File: src/rtl/nvme_queue_ctrl_if.sv
// Front-end, CQE, doorbell AXI-Lite write and status signals of one NVMe queue pair.
// master = the queue controller, slave = front end / CQ source / doorbell target.
interface nvme_queue_ctrl_if #(
  parameter int OUTSTANDING   = 16,
  parameter int NL_ADDR_WIDTH = 32,
  parameter int NL_DATA_WIDTH = 32
);
  localparam int PW = $clog2(OUTSTANDING);

  logic                       alloc_valid;
  logic                       alloc_ready;
  logic [PW-1:0]              alloc_slot;
  logic                       submit_valid;
  logic                       submit_ready;
  logic                       cqe_valid;
  logic [15:0]                cqe_cid;
  logic                       cqe_phase;
  logic [14:0]                cqe_status;
  logic                       cqe_ready;
  logic                       done_valid;
  logic [PW-1:0]              done_cid;
  logic [14:0]                done_status;
  logic                       done_ready;
  logic [NL_ADDR_WIDTH-1:0]   nl_awaddr;
  logic                       nl_awvalid;
  logic                       nl_awready;
  logic [NL_DATA_WIDTH-1:0]   nl_wdata;
  logic [NL_DATA_WIDTH/8-1:0] nl_wstrb;
  logic                       nl_wvalid;
  logic                       nl_wready;
  logic [1:0]                 nl_bresp;
  logic                       nl_bvalid;
  logic                       nl_bready;
  logic [PW:0]                inflight;
  logic                       err;

  modport master (
    input  alloc_valid, submit_valid, cqe_valid, cqe_cid, cqe_phase, cqe_status,
           done_ready, nl_awready, nl_wready, nl_bresp, nl_bvalid,
    output alloc_ready, alloc_slot, submit_ready, cqe_ready, done_valid, done_cid,
           done_status, nl_awaddr, nl_awvalid, nl_wdata, nl_wstrb, nl_wvalid,
           nl_bready, inflight, err
  );

  modport slave (
    output alloc_valid, submit_valid, cqe_valid, cqe_cid, cqe_phase, cqe_status,
           done_ready, nl_awready, nl_wready, nl_bresp, nl_bvalid,
    input  alloc_ready, alloc_slot, submit_ready, cqe_ready, done_valid, done_cid,
           done_status, nl_awaddr, nl_awvalid, nl_wdata, nl_wstrb, nl_wvalid,
           nl_bready, inflight, err
  );
endinterface

File: src/rtl/nvme_queue_ctrl.sv
// NVMe SQ/CQ pair sequencer: slot alloc, submit count, phase-checked CQE to 1-deep done register,
// doorbells via AXI-Lite (>=3 cycles each); CQE stalls only while done is held, doorbells coalesce.
module nvme_queue_ctrl #(
  parameter int          OUTSTANDING   = 16,
  parameter int          NL_ADDR_WIDTH = 32,
  parameter int          NL_DATA_WIDTH = 32,
  parameter logic [31:0] SQ_DB_ADDR    = 32'h1008,
  parameter logic [31:0] CQ_DB_ADDR    = 32'h100C
) (
  input logic            clk,
  input logic            rst,
  nvme_queue_ctrl_if.master q
);
  localparam int PW = $clog2(OUTSTANDING);
  localparam logic [1:0] ST_IDLE = 2'd0;
  localparam logic [1:0] ST_ADDR = 2'd1;
  localparam logic [1:0] ST_RESP = 2'd2;

  logic [PW-1:0]            alloc_ptr, sub_ptr, cq_head;
  logic [PW:0]              inflight_q, unsub;
  logic                     exp_phase, sq_db_pend, cq_db_pend, err_q;
  logic                     done_vld_q;
  logic [PW-1:0]            done_cid_q;
  logic [14:0]              done_status_q;
  logic [1:0]               state;
  logic                     aw_vld, w_vld;
  logic [NL_ADDR_WIDTH-1:0] awaddr_q;
  logic [NL_DATA_WIDTH-1:0] wdata_q;

  logic alloc_hs, sub_hs, cqe_acc, cqe_ok, cqe_bad;
  logic aw_done, w_done, idle_take_cq, idle_take_sq, bad_resp;

  // unsub counts allocated-but-unsubmitted slots so a full unsubmitted ring is distinguishable
  assign q.alloc_ready  = ~rst & (inflight_q < (PW+1)'(OUTSTANDING));
  assign q.submit_ready = ~rst & (unsub != '0);
  assign q.cqe_ready    = ~rst & (~done_vld_q | q.done_ready);
  assign q.alloc_slot   = alloc_ptr;
  assign q.done_valid   = ~rst & done_vld_q;
  assign q.done_cid     = done_cid_q;
  assign q.done_status  = done_status_q;
  assign q.nl_awaddr    = awaddr_q;
  assign q.nl_awvalid   = ~rst & aw_vld;
  assign q.nl_wdata     = wdata_q;
  assign q.nl_wstrb     = '1;
  assign q.nl_wvalid    = ~rst & w_vld;
  assign q.nl_bready    = ~rst & (state == ST_RESP);
  assign q.inflight     = inflight_q;
  assign q.err          = ~rst & err_q;

  assign alloc_hs     = q.alloc_valid & q.alloc_ready;
  assign sub_hs       = q.submit_valid & q.submit_ready;
  assign cqe_acc      = q.cqe_valid & q.cqe_ready;
  assign cqe_ok       = cqe_acc & (q.cqe_phase == exp_phase) & (q.cqe_cid < 16'(OUTSTANDING));
  assign cqe_bad      = cqe_acc & ~cqe_ok;
  assign aw_done      = ~aw_vld | q.nl_awready;
  assign w_done       = ~w_vld | q.nl_wready;
  assign idle_take_cq = (state == ST_IDLE) & cq_db_pend;
  assign idle_take_sq = (state == ST_IDLE) & ~cq_db_pend & sq_db_pend;
  assign bad_resp     = (state == ST_RESP) & q.nl_bvalid & (q.nl_bresp != 2'b00);

  always_ff @(posedge clk) begin
    if (rst) begin
      alloc_ptr     <= '0;
      sub_ptr       <= '0;
      cq_head       <= '0;
      inflight_q    <= '0;
      unsub         <= '0;
      exp_phase     <= 1'b1;
      sq_db_pend    <= 1'b0;
      cq_db_pend    <= 1'b0;
      err_q         <= 1'b0;
      done_vld_q    <= 1'b0;
      done_cid_q    <= '0;
      done_status_q <= '0;
      state         <= ST_IDLE;
      aw_vld        <= 1'b0;
      w_vld         <= 1'b0;
      awaddr_q      <= '0;
      wdata_q       <= '0;
    end else begin
      if (alloc_hs) alloc_ptr <= alloc_ptr + PW'(1);
      if (sub_hs)   sub_ptr   <= sub_ptr + PW'(1);

      case ({alloc_hs, cqe_ok})
        2'b10:   inflight_q <= inflight_q + (PW+1)'(1);
        2'b01:   inflight_q <= inflight_q - (PW+1)'(1);
        default: inflight_q <= inflight_q;
      endcase

      case ({alloc_hs, sub_hs})
        2'b10:   unsub <= unsub + (PW+1)'(1);
        2'b01:   unsub <= unsub - (PW+1)'(1);
        default: unsub <= unsub;
      endcase

      if (cqe_ok) begin
        cq_head       <= cq_head + PW'(1);
        if (cq_head == PW'(OUTSTANDING-1)) exp_phase <= ~exp_phase;
        done_cid_q    <= q.cqe_cid[PW-1:0];
        done_status_q <= q.cqe_status;
        done_vld_q    <= 1'b1;
      end else if (q.done_ready) begin
        done_vld_q    <= 1'b0;
      end

      if (cqe_bad | bad_resp) err_q <= 1'b1;

      // an update landing in the snapshot cycle keeps the flag so the newer pointer follows
      sq_db_pend <= sub_hs | (sq_db_pend & ~idle_take_sq);
      cq_db_pend <= cqe_ok | (cq_db_pend & ~idle_take_cq);

      case (state)
        ST_IDLE: begin
          if (cq_db_pend) begin
            awaddr_q <= NL_ADDR_WIDTH'(CQ_DB_ADDR);
            wdata_q  <= NL_DATA_WIDTH'(cq_head);
            aw_vld   <= 1'b1;
            w_vld    <= 1'b1;
            state    <= ST_ADDR;
          end else if (sq_db_pend) begin
            awaddr_q <= NL_ADDR_WIDTH'(SQ_DB_ADDR);
            wdata_q  <= NL_DATA_WIDTH'(sub_ptr);
            aw_vld   <= 1'b1;
            w_vld    <= 1'b1;
            state    <= ST_ADDR;
          end
        end
        ST_ADDR: begin
          if (q.nl_awready) aw_vld <= 1'b0;
          if (q.nl_wready)  w_vld  <= 1'b0;
          if (aw_done & w_done) state <= ST_RESP;
        end
        ST_RESP: begin
          if (q.nl_bvalid) state <= ST_IDLE;
        end
        default: state <= ST_IDLE;
      endcase
    end
  end
endmodule
File: src/flat_wrapper.sv
// flat-port wrapper written by rule: the top's interface ports become plain ports
module nvme_queue_ctrl_flat 
#(
  parameter int          OUTSTANDING   = 16,
  parameter int          NL_ADDR_WIDTH = 32,
  parameter int          NL_DATA_WIDTH = 32,
  parameter logic [31:0] SQ_DB_ADDR    = 32'h1008,
  parameter logic [31:0] CQ_DB_ADDR    = 32'h100C
)
  (clk, rst, q_alloc_valid, q_submit_valid, q_cqe_valid, q_cqe_cid, q_cqe_phase, q_cqe_status, q_done_ready, q_nl_awready, q_nl_wready, q_nl_bresp, q_nl_bvalid, q_alloc_ready, q_alloc_slot, q_submit_ready, q_cqe_ready, q_done_valid, q_done_cid, q_done_status, q_nl_awaddr, q_nl_awvalid, q_nl_wdata, q_nl_wstrb, q_nl_wvalid, q_nl_bready, q_inflight, q_err);
  nvme_queue_ctrl_if #(.OUTSTANDING(OUTSTANDING), .NL_ADDR_WIDTH(NL_ADDR_WIDTH), .NL_DATA_WIDTH(NL_DATA_WIDTH)) q_i ();
  input logic clk;
  input logic rst;
  input wire logic [$bits(q_i.alloc_valid)-1:0] q_alloc_valid;
  input wire logic [$bits(q_i.submit_valid)-1:0] q_submit_valid;
  input wire logic [$bits(q_i.cqe_valid)-1:0] q_cqe_valid;
  input wire logic [$bits(q_i.cqe_cid)-1:0] q_cqe_cid;
  input wire logic [$bits(q_i.cqe_phase)-1:0] q_cqe_phase;
  input wire logic [$bits(q_i.cqe_status)-1:0] q_cqe_status;
  input wire logic [$bits(q_i.done_ready)-1:0] q_done_ready;
  input wire logic [$bits(q_i.nl_awready)-1:0] q_nl_awready;
  input wire logic [$bits(q_i.nl_wready)-1:0] q_nl_wready;
  input wire logic [$bits(q_i.nl_bresp)-1:0] q_nl_bresp;
  input wire logic [$bits(q_i.nl_bvalid)-1:0] q_nl_bvalid;
  output wire logic [$bits(q_i.alloc_ready)-1:0] q_alloc_ready;
  output wire logic [$bits(q_i.alloc_slot)-1:0] q_alloc_slot;
  output wire logic [$bits(q_i.submit_ready)-1:0] q_submit_ready;
  output wire logic [$bits(q_i.cqe_ready)-1:0] q_cqe_ready;
  output wire logic [$bits(q_i.done_valid)-1:0] q_done_valid;
  output wire logic [$bits(q_i.done_cid)-1:0] q_done_cid;
  output wire logic [$bits(q_i.done_status)-1:0] q_done_status;
  output wire logic [$bits(q_i.nl_awaddr)-1:0] q_nl_awaddr;
  output wire logic [$bits(q_i.nl_awvalid)-1:0] q_nl_awvalid;
  output wire logic [$bits(q_i.nl_wdata)-1:0] q_nl_wdata;
  output wire logic [$bits(q_i.nl_wstrb)-1:0] q_nl_wstrb;
  output wire logic [$bits(q_i.nl_wvalid)-1:0] q_nl_wvalid;
  output wire logic [$bits(q_i.nl_bready)-1:0] q_nl_bready;
  output wire logic [$bits(q_i.inflight)-1:0] q_inflight;
  output wire logic [$bits(q_i.err)-1:0] q_err;
  assign q_i.alloc_valid = q_alloc_valid;
  assign q_i.submit_valid = q_submit_valid;
  assign q_i.cqe_valid = q_cqe_valid;
  assign q_i.cqe_cid = q_cqe_cid;
  assign q_i.cqe_phase = q_cqe_phase;
  assign q_i.cqe_status = q_cqe_status;
  assign q_i.done_ready = q_done_ready;
  assign q_i.nl_awready = q_nl_awready;
  assign q_i.nl_wready = q_nl_wready;
  assign q_i.nl_bresp = q_nl_bresp;
  assign q_i.nl_bvalid = q_nl_bvalid;
  assign q_alloc_ready = q_i.alloc_ready;
  assign q_alloc_slot = q_i.alloc_slot;
  assign q_submit_ready = q_i.submit_ready;
  assign q_cqe_ready = q_i.cqe_ready;
  assign q_done_valid = q_i.done_valid;
  assign q_done_cid = q_i.done_cid;
  assign q_done_status = q_i.done_status;
  assign q_nl_awaddr = q_i.nl_awaddr;
  assign q_nl_awvalid = q_i.nl_awvalid;
  assign q_nl_wdata = q_i.nl_wdata;
  assign q_nl_wstrb = q_i.nl_wstrb;
  assign q_nl_wvalid = q_i.nl_wvalid;
  assign q_nl_bready = q_i.nl_bready;
  assign q_inflight = q_i.inflight;
  assign q_err = q_i.err;
  nvme_queue_ctrl #(.OUTSTANDING(OUTSTANDING), .NL_ADDR_WIDTH(NL_ADDR_WIDTH), .NL_DATA_WIDTH(NL_DATA_WIDTH), .SQ_DB_ADDR(SQ_DB_ADDR), .CQ_DB_ADDR(CQ_DB_ADDR)) u_core (.clk(clk), .rst(rst), .q(q_i));
endmodule
File: config.mk
export PLATFORM = sky130hd
export DESIGN_NAME = nvme_queue_ctrl_flat
export DESIGN_NICKNAME = d
export VERILOG_FILES = /design/src/rtl/nvme_queue_ctrl_if.sv /design/src/rtl/nvme_queue_ctrl.sv /design/src/flat_wrapper.sv
export SDC_FILE = /design/constraint.sdc
export NUM_CORES = 1
export LEC_CHECK = 0
export ABC_AREA = 1
export CORE_MARGIN = 1
export CORE_UTILIZATION = 29
export CTS_CLUSTER_SIZE = 28
export DETAILED_ROUTE_END_ITERATION = 6
export PLACE_DENSITY = 0.65
export SLEW_MARGIN = 40
export SYNTH_ARGS = -nofsm -noshare
export SYNTH_HDL_FRONTEND = slang
export SYNTH_SLANG_ARGS = --single-unit
File: constraint.sdc
create_clock -name clk -period 3.2 [get_ports clk]
set_input_delay 0.96 -clock clk [delete_from_list [all_inputs] [get_ports clk]]
set_output_delay 0.96 -clock clk [all_outputs]
set_load 0.1 [all_outputs]
After elaboration in Yosys (flattened, before gate mapping)
Index checks and enable logic that the tools add are counted.
{"block": "classes", "bitwise": 37, "reduce_logical": 13, "eq_ne": 13, "mux": 19, "addsub": 7, "n_lt_le_gt_ge": 2}
{"op": "32-bit two-way mux", "n": 4}
{"op": "1-bit AND", "n": 22}
{"op": "5-bit one-hot mux with 2 select lines", "n": 2}
{"op": "16-bit by 5-bit < comparator with 1-bit output, second input constant", "n": 1}
{"op": "4-bit by 1-bit adder with 4-bit output, second input constant", "n": 3}
{"op": "2-bit nonzero test", "n": 6}
{"op": "5-bit by 1-bit adder with 5-bit output, second input constant", "n": 2}
{"op": "5-bit by 1-bit subtractor with 5-bit output, second input constant", "n": 2}
{"op": "1-bit inverter", "n": 9}
{"op": "3-bit AND reduction", "n": 3}
{"op": "2-bit two-way mux", "n": 4}
{"op": "2-bit by 1-bit equality test with 1-bit output, second input constant", "n": 3}
{"op": "2-bit equality test, second input constant", "n": 3}
{"op": "1-bit two-way mux", "n": 6}
{"op": "2-bit != test, second input constant", "n": 3}
{"op": "1-bit bitwise OR", "n": 6}
{"op": "2-bit one-hot mux with 3 select lines", "n": 1}
{"op": "5-bit < comparator, second input constant", "n": 1}
{"op": "5-bit nonzero test", "n": 1}
{"op": "4-bit equality test, second input constant", "n": 1}
{"op": "1-bit one-hot mux with 2 select lines", "n": 2}
{"op": "2-bit AND reduction", "n": 2}
{"op": "3-bit by 1-bit != test with 1-bit output, second input constant", "n": 1}
{"op": "2-bit logical NOT", "n": 1}
{"op": "2 further kinds", "n": 2}
{"block": "word_totals", "in_bits": 43, "out_inout_bits": 104, "ff_bits": 114, "word_cells": 108}

Logic depth before layout (Yosys ltp)
Gate-level depths: netlist (run 1).
{"block": "depth", "ltp_word": 9, "depth_mapped": 16, "ltp_nobuf": 15}

Worst setup path after synthesis (run 1)
Ideal clock, no wire load.
{"block": "synth_path", "path_type": "input -> output", "startpoint": "in rst", "endpoint": "out q_done_valid", "n_path_buf": 2, "t_arrival_ps": 2616, "required_ps": 2240, "setup_slack_ps": -376, "cell_stages": 3, "path_cell_list": "buf_2 buf_1 nor2_1"}
{"block": "synth_between", "elab_chain_cells": 2}
{"item": "start, declared", "line_no": "flat_wrapper.sv:13", "rtl": "input logic rst;"}
{"item": "1-bit inverter", "line_no": "nvme_queue_ctrl.sv:38", "rtl": "assign q.done_valid = ~rst & done_vld_q;"}
{"item": "1-bit AND", "line_no": "nvme_queue_ctrl.sv:38"}
{"item": "end, declared", "line_no": "flat_wrapper.sv:29", "rtl": "output wire logic [$bits(q_i.done_valid)-1:0] q_done_valid;"}
Every way passes these cells.

Final worst setup path (run 1)
{"block": "layout_path", "startpoint": "in q_cqe_phase", "endpoint": "reg u_core.inflight_q[4] (netlist: u_core.q.inflight[4])"}
{"block": "layout_between", "elab_chain_cells": 5, "word_cells_on_any_way": 7, "classes_between": "eq/ne: 3; mux: 1; bitwise: 2; reduce/logical: 1"}
{"item": "start, declared", "line_no": "flat_wrapper.sv:18", "rtl": "input wire logic [$bits(q_i.cqe_phase)-1:0] q_cqe_phase;"}
{"item": "1-bit equality test *", "line_no": "nvme_queue_ctrl.sv:53", "rtl": "assign cqe_ok = cqe_acc & (q.cqe_phase == exp_phase) & (q.cqe_cid < 16'(OUTSTANDING));"}
{"item": "1-bit AND * (2 in series)", "line_no": "nvme_queue_ctrl.sv:53"}
{"item": "2-bit by 1-bit equality test with 1-bit output or 2-bit equality test (tied branches)", "line_no": "nvme_queue_ctrl.sv:84", "rtl": "case ({alloc_hs, cqe_ok})"}
{"item": "5-bit one-hot mux with 2 select lines or 2-bit nonzero test (tied branches)"}
{"item": "end signal, assigned", "line_no": "nvme_queue_ctrl.sv:85", "rtl": "2'b10: inflight_q <= inflight_q + (PW+1)'(1);"}
{"item": "end signal, assigned", "line_no": "nvme_queue_ctrl.sv:86", "rtl": "2'b01: inflight_q <= inflight_q - (PW+1)'(1);"}
{"item": "end signal, assigned", "line_no": "nvme_queue_ctrl.sv:87", "rtl": "default: inflight_q <= inflight_q;"}
{"item": "end, declared", "line_no": "nvme_queue_ctrl.sv:20", "rtl": "logic [PW:0] inflight_q, unsub;"}
Mark *: on every way between the ends. The rest lies on a longest branch, timed or not.
A chain may end at the register's enable or synchronous reset.

==> results.json, run 1 <==
{
  "status": "finished, final reports clean",
  "ys_async_sr_fraction_pct": 0,
  "io_buffers": 85,
  "clk_pin_slew_worst_paths_ps": 100,
  "num_io_pins": 147,
  "rsz0062_at_grt": "false",
  "h-tree-depth": 2,
  "gp_congestion": 0.7556,
  "synth_simple_gate_area_share_pct": 23.44,
  "crit_top_cell": "nand2_1",
  "cts_inserted_buffers": 5,
  "cts_setup_buffers": 0,
  "final_cell_mix": "nand2_1 (95), conb_1 (61), dfxtp_1 (56)",
  "yosysSeqAreaShare_pct": 35.18,
  "final_antenna_net_count": 0,
  "critPathLaunchType": "input port",
  "min_to": "u_core.q.done_status[2]",
  "synth_xor_area_share_pct": 2.199,
  "grt_pass1_wl_um": 11410,
  "p_per_area_nw_per_um2": 496.2,
  "drv_cap": 0,
  "wl_um": 6821,
  "period_needed_ps": 2875,
  "cts_tree": "done",
  "setup_viol_count_final": 0,
  "r2r-start": "u_core.exp_phase",
  "synth_top_family_by_area": "simple AND/OR/NAND/NOR gates",
  "yosysUniqueCellTypes": 29,
  "layout_commonest_cell": "nand2_1",
  "firstDrtPassIters": 4,
  "dieArea_um2": 11410,
  "vias": 2723,
  "die_h_um": 106.8,
  "synth_fa_ha_area_share_pct": 5.575,
  "path_cells": "clkdlybuf4s50_1, inv_1, nand2_1, nand2_2, nor2_4, nand2_4, nor2_8, ha_1, ha_1, nand2_1, nand2_1, nand2_1, nand2_1, nand2_1, nand2_1, a21oi_1",
  "startpoint": "q_cqe_phase",
  "r2r_slack_ps": 1070,
  "synth_compound_area_share_pct": 11.70,
  "fp.dieW_um": 106.8,
  "drt_iter0_markers": 37,
  "ir_drop_mv": 0.1702,
  "cp_num_cells": 16,
  "place_inst": 640,
  "clock_tree.root_cell": "clkbuf_8",
  "fmaxAchievable_mhz": 347.9,
  "synth-edff-count": 0,
  "wl_per_cell_um": 10.53,
  "fin_skew_ps": 9.904,
  "clockBufferDepth": 2,
  "fin_tns_setup_ps": 0,
  "worstHoldStart": "u_core.q.done_status[2]",
  "area_growth_pct": 26.66,
  "path_class": "input port to flip-flop",
  "path_buf_inv": 2,
  "cp_top_family": "simple AND/OR/NAND/NOR gates",
  "cp.arrival_ps": 3110,
  "cpPeakStageDelay_ps": 470,
  "antenna_found_initial": 0,
  "syn_area_um2": 3187,
  "hold_depth": 2,
  "avgSynthCellArea_um2": 7.463,
  "power.leakage_nw": 1.894,
  "crit_slowest_cell": "clkdlybuf4s50_1",
  "syn_inst": 427,
  "fin_crit_sh_pct": 89.83,
  "first_global_vias": 2570,
  "ctsHoldBuffers": 0,
  "clkLatencyLatePin_ps": 310,
  "worstSetupEndpointType": "flip-flop",
  "slew_viol_final": 0,
  "critPathRequiredTime_ps": 3440,
  "cts_resized": 0,
  "synth_seq_cells": 56,
  "hp-class": "flip-flop to flip-flop",
  "hold_violations": 0,
  "ys.flop_type": "dfxtp_1",
  "grt_overflow_total": 0,
  "n_antenna_cell": 0,
  "grt_max_degree": 25,
  "drt-vias-per-instance": 4.202,
  "core-area_um2": 10510,
  "rows": 37,
  "track_usage_pct": 12.13,
  "r2r-end": "u_core.q.inflight[4]",
  "drc": 0,
  "post-dp-hpwl_um": 5291,
  "floorplan.initialDensity_pct": 30.33,
  "final_util_pct": 38.41,
  "synth_mux_area_share_pct": 0,
  "drive_above_1_share_pct": 16.99,
  "yosys_warnings": 0,
  "r2r_cells": 15,
  "finalNetCount": 567,
  "path_max_fanout": 5,
  "cts.sinks": 56,
  "post-place-ws_ps": 5.408,
  "instances_no_fill": 648,
  "worst_slack_ps": 325.5
}
[logic make-up (layout without fill, tap and decap cells)]
| logic type | after synthesis | in the layout |
|---|---|---|
| AO/OA/AOI/OAI | 67 | 67 |
| XOR/XNOR | 8 | 8 |
| adder cells (fa/ha/maj) | 13 | 13 |
| buffers and inverters | 112 | 138 |
| flip-flops | 56 | 56 |
| other | 2 | 61 |
| AND/OR/NAND/NOR | 169 | 169 |
[how the worst max path moves through the flow]
stage,slack (ps),endpoint
finish,330,u_core.q.inflight[4]
floorplan,-380,q_done_valid
detailed placement,5,u_core.q.inflight[4]
global route,200,u_core.q.inflight[4]
global placement,110,u_core.q.inflight[3]
CTS,330,u_core.q.inflight[4]
[area by class of cell]
cell class              instances  area (µm²)
multi-input cells             318        1597
repair buffers                 92       890.9
inverters                      38       142.6
flip-flops and latches         56        1121
well taps                     136       170.2
clock inverters                 3       46.29
fillers                      1071        6472
clock buffers                   5       68.82
[worst reg2reg max path, cell delays in order (launching register included)]
cell and delay, ps:
dfxtp_1 360, inv_1 70, nand2_1 70, nand2_2 60
nor2_4 140, nand2_4 90, nor2_8 100, ha_1 280
ha_1 320, nand2_1 100, nand2_1 80, nand2_1 90
nand2_1 60, nand2_1 70, nand2_1 50, a21oi_1 130
[sequential cells by signal, indices dropped and copies added (netlist names)]
name                  flops
u_core.q.nl_awaddr        2
u_core.w_vld              1
u_core.q.done_cid         4
u_core.q.nl_wdata         4
u_core.q.done_status     15
u_core.q.alloc_slot       4
u_core.cq_db_pend         1
u_core.err_q              1
u_core.aw_vld             1
u_core.done_vld_q         1
u_core.state              2
u_core.cq_head            4
u_core.sub_ptr            4
u_core.exp_phase          1
u_core.unsub              5
u_core.q.inflight         5
u_core.sq_db_pend         1
[synthesized netlist by cell type (2+ instances only)]
master	count	share of area, %
xor2_1	5	1.4
buf_4	63	15
nand4_1	2	0.39
buf_2	5	0.79
xnor2_1	3	0.82
conb_1	2	0.24
a21oi_1	35	5.5
nand2_1	95	11
ha_1	11	4.3
a21oi_2	8	2.2
fa_1	2	1.3
nor2_4	4	1.4
nor2_1	39	4.6
dfxtp_1	56	35
a31oi_1	6	1.2
inv_2	2	0.24
nor3_1	2	0.31
inv_1	36	4.2
nand2_2	11	2.2
nand3_1	12	1.9
o21ai_0	18	2.8
clkbuf_1	3	0.35
[stage by stage]
stage	power [mW]	hold slack [ps]	cell area (µm²)
2_1_floorplan	1.451	455.0	3408
3_3_place_gp	1.533	451.1	3921
3_5_place_dp	1.543	459.5	3921
4_1_cts	2.027	475.1	4036
5_1_grt	2.095	488.9	4036
6_report	2.003	471.6	4036
[power breakdown]
part	switching (mW)	leakage [nW]	internal [mW]
clock network	0.242	0.0548	0.236
logic	0.607	1.38	0.154
registers	0.0308	0.455	0.733
[metal layers]
metal,track usage (%),vias to the layer above,wire length [µm]
li1,-,1386,-
met1,13.46,1237,2790
met2,22.72,92,3616
met3,2.675,8,348
met4,3.914,0,66
met5,0,-,0
Power figures use the tool's default switching activity.
==> run 2, diff against run 1 <==
Settings changed: PLACE_DENSITY 0.65 to 0.57, SLEW_MARGIN 40 to 20.
==> results.json, run 2 (synthesized netlist as in run 1, its figures left out) <==
{
  "status": "finished, final reports clean",
  "cts_resized": 0,
  "instances_no_fill": 648,
  "cts.sinks": 56,
  "wl_per_cell_um": 10.38,
  "cts_tree": "done",
  "hold_depth": 2,
  "sequentialPowerShare_pct": 38.0,
  "critPathLaunchType": "input port",
  "final_cell_mix": "nand2_1 (95), conb_1 (61), dfxtp_1 (56)",
  "rows": 37,
  "cpPeakStageDelay_ps": 450,
  "regArea_um2": 1121,
  "critPathRequiredTime_ps": 2240,
  "worst_slack_ps": 345.2,
  "path_class": "input port to output pin",
  "worstSetupEndpointType": "output pin",
  "final_util_pct": 38.42,
  "combPwrFrac_pct": 37.9,
  "rsz0062_at_grt": "false",
  "r2r-end": "u_core.q.inflight[3]",
  "cts_inserted_buffers": 5,
  "firstDrtPassIters": 4,
  "wl_um": 6724,
  "fmaxAchievable_mhz": 350.3,
  "clkPwrFrac_pct": 24.0,
  "floorplan.initialDensity_pct": 30.33,
  "drt_iter0_markers": 91,
  "fin_skew_ps": 7.890,
  "n_antenna_cell": 0,
  "finalNetCount": 567,
  "n_fill_cell": 1102,
  "internal_power_mw": 1.123,
  "drt-vias-per-instance": 4.106,
  "area_growth_pct": 26.70,
  "fp.dieW_um": 106.8,
  "gp_congestion": 0.8037,
  "cp.arrival_ps": 1890,
  "fin_crit_sh_pct": 89.21,
  "slew_viol_final": 0,
  "post-dp-hpwl_um": 5154,
  "period_needed_ps": 2855,
  "clock_tree.root_cell": "clkbuf_8",
  "dieArea_um2": 11410,
  "r2r_cells": 14,
  "core-area_um2": 10510,
  "num_io_pins": 147,
  "hp-class": "flip-flop to flip-flop",
  "crit_slowest_cell": "clkdlybuf4s50_1",
  "post-place-ws_ps": 39.70,
  "clk_pin_slew_worst_paths_ps": 100,
  "die_h_um": 106.8,
  "r2r_slack_ps": 1100,
  "drc": 0,
  "final_antenna_net_count": 0,
  "min_to": "u_core.q.done_status[6]",
  "first_global_vias": 2448,
  "largest_reg_flops": 15,
  "grt_pass1_wl_um": 11220,
  "vias": 2661,
  "r2r-start": "u_core.exp_phase",
  "grt_max_degree": 33,
  "setup_viol_count_final": 0,
  "crit_top_cell": "inv_1",
  "drive_above_1_share_pct": 16.99,
  "worstHoldStart": "u_core.q.done_status[6]",
  "io_buffers": 85,
  "layout_commonest_cell": "nand2_1",
  "ir_drop_mv": 0.2143,
  "p_switching_mw": 0.8843,
  "p_per_area_nw_per_um2": 497.1,
  "drv_cap": 0,
  "path_cells": "clkdlybuf4s50_1, inv_1, nand2_1, nand2_2, inv_1, buf_12",
  "clkLatencyLatePin_ps": 320,
  "hold_violations": 0,
  "h-tree-depth": 2,
  "path_max_fanout": 2,
  "clockBufferDepth": 2,
  "fin_tns_setup_ps": 0,
  "grt_overflow_total": 0,
  "switching_share_pct": 44.06,
  "place_inst": 640,
  "ctsHoldBuffers": 0,
  "antenna_found_initial": 0,
  "multi_input_area_um2": 1597,
  "hold_slack_ps": 472.7,
  "cts_setup_buffers": 0,
  "track_usage_pct": 12.27,
  "power.leakage_nw": 1.898
}
[run 2: cell count changes in the layout (fill, tap and decap cells not counted)]
cell,change
clkinv_4,+2
inv_6,-1
clkinvlp_4,-1
[run 2: area by class of cell]
| cell class | instances | share of cell area, % |
|---|---|---|
| Clock buffer | 5 | 1.704 |
| Clock inverter | 3 | 1.178 |
| Inverter | 38 | 3.533 |
| Multi-Input combinational cell | 318 | 39.54 |
| Sequential cell | 56 | 27.77 |
| Tap cell | 136 | 4.214 |
| Timing Repair Buffer | 92 | 22.06 |
[run 2: worst max-delay path by stage]
stage / startpoint / endpoint
after floorplan: rst / q_done_valid
after global routing: q_cqe_phase / u_core.q.inflight[3]
after detailed placement: q_cqe_phase / u_core.q.inflight[3]
after CTS: q_done_ready / q_cqe_ready
final: q_done_ready / q_cqe_ready
after global placement: q_cqe_phase / u_core.q.inflight[3]
[run 2: power groups by stage]
stage / Sequential (mW) / Clock, mW / Combinational (mW)
2_1_floorplan: 0.871 / 0 / 0.580
3_3_place_gp: 0.778 / 0 / 0.758
3_5_place_dp: 0.779 / 0 / 0.764
4_1_cts: 0.763 / 0.504 / 0.764
5_1_grt: 0.770 / 0.527 / 0.805
6_report: 0.763 / 0.482 / 0.762
[run 2: critical path, delay by kind of cell]
kind / cells / cell delay (ps)
simple gates: 2 / 160
buf+inv: 4 / 780
[run 2: per-layer routing]
metal  share of wire, %  vias up  routed length, µm  global-route usage (%)
met2                 49       87               3328                   20.97
met4                1.2        0                 78                   4.207
met1                 43     1181               2871                   14.48
li1                   -     1386                  -                       -
met5                  0        -                  0                       0
met3                6.6        7                446                   3.769
[run 2: through the flow]
stage	total power, mW	area (µm²)
floorplan	1.451	3408
global placement	1.537	3921
detailed placement	1.543	3921
CTS	2.032	4038
global route	2.101	4038
finish	2.007	4038
==> run 3, diff against run 2 <==
Settings changed: GPL_TIMING_DRIVEN set to 1.
==> results of run 3 <==
No change in the layout: final DEF, timing and power equal those of run 2.
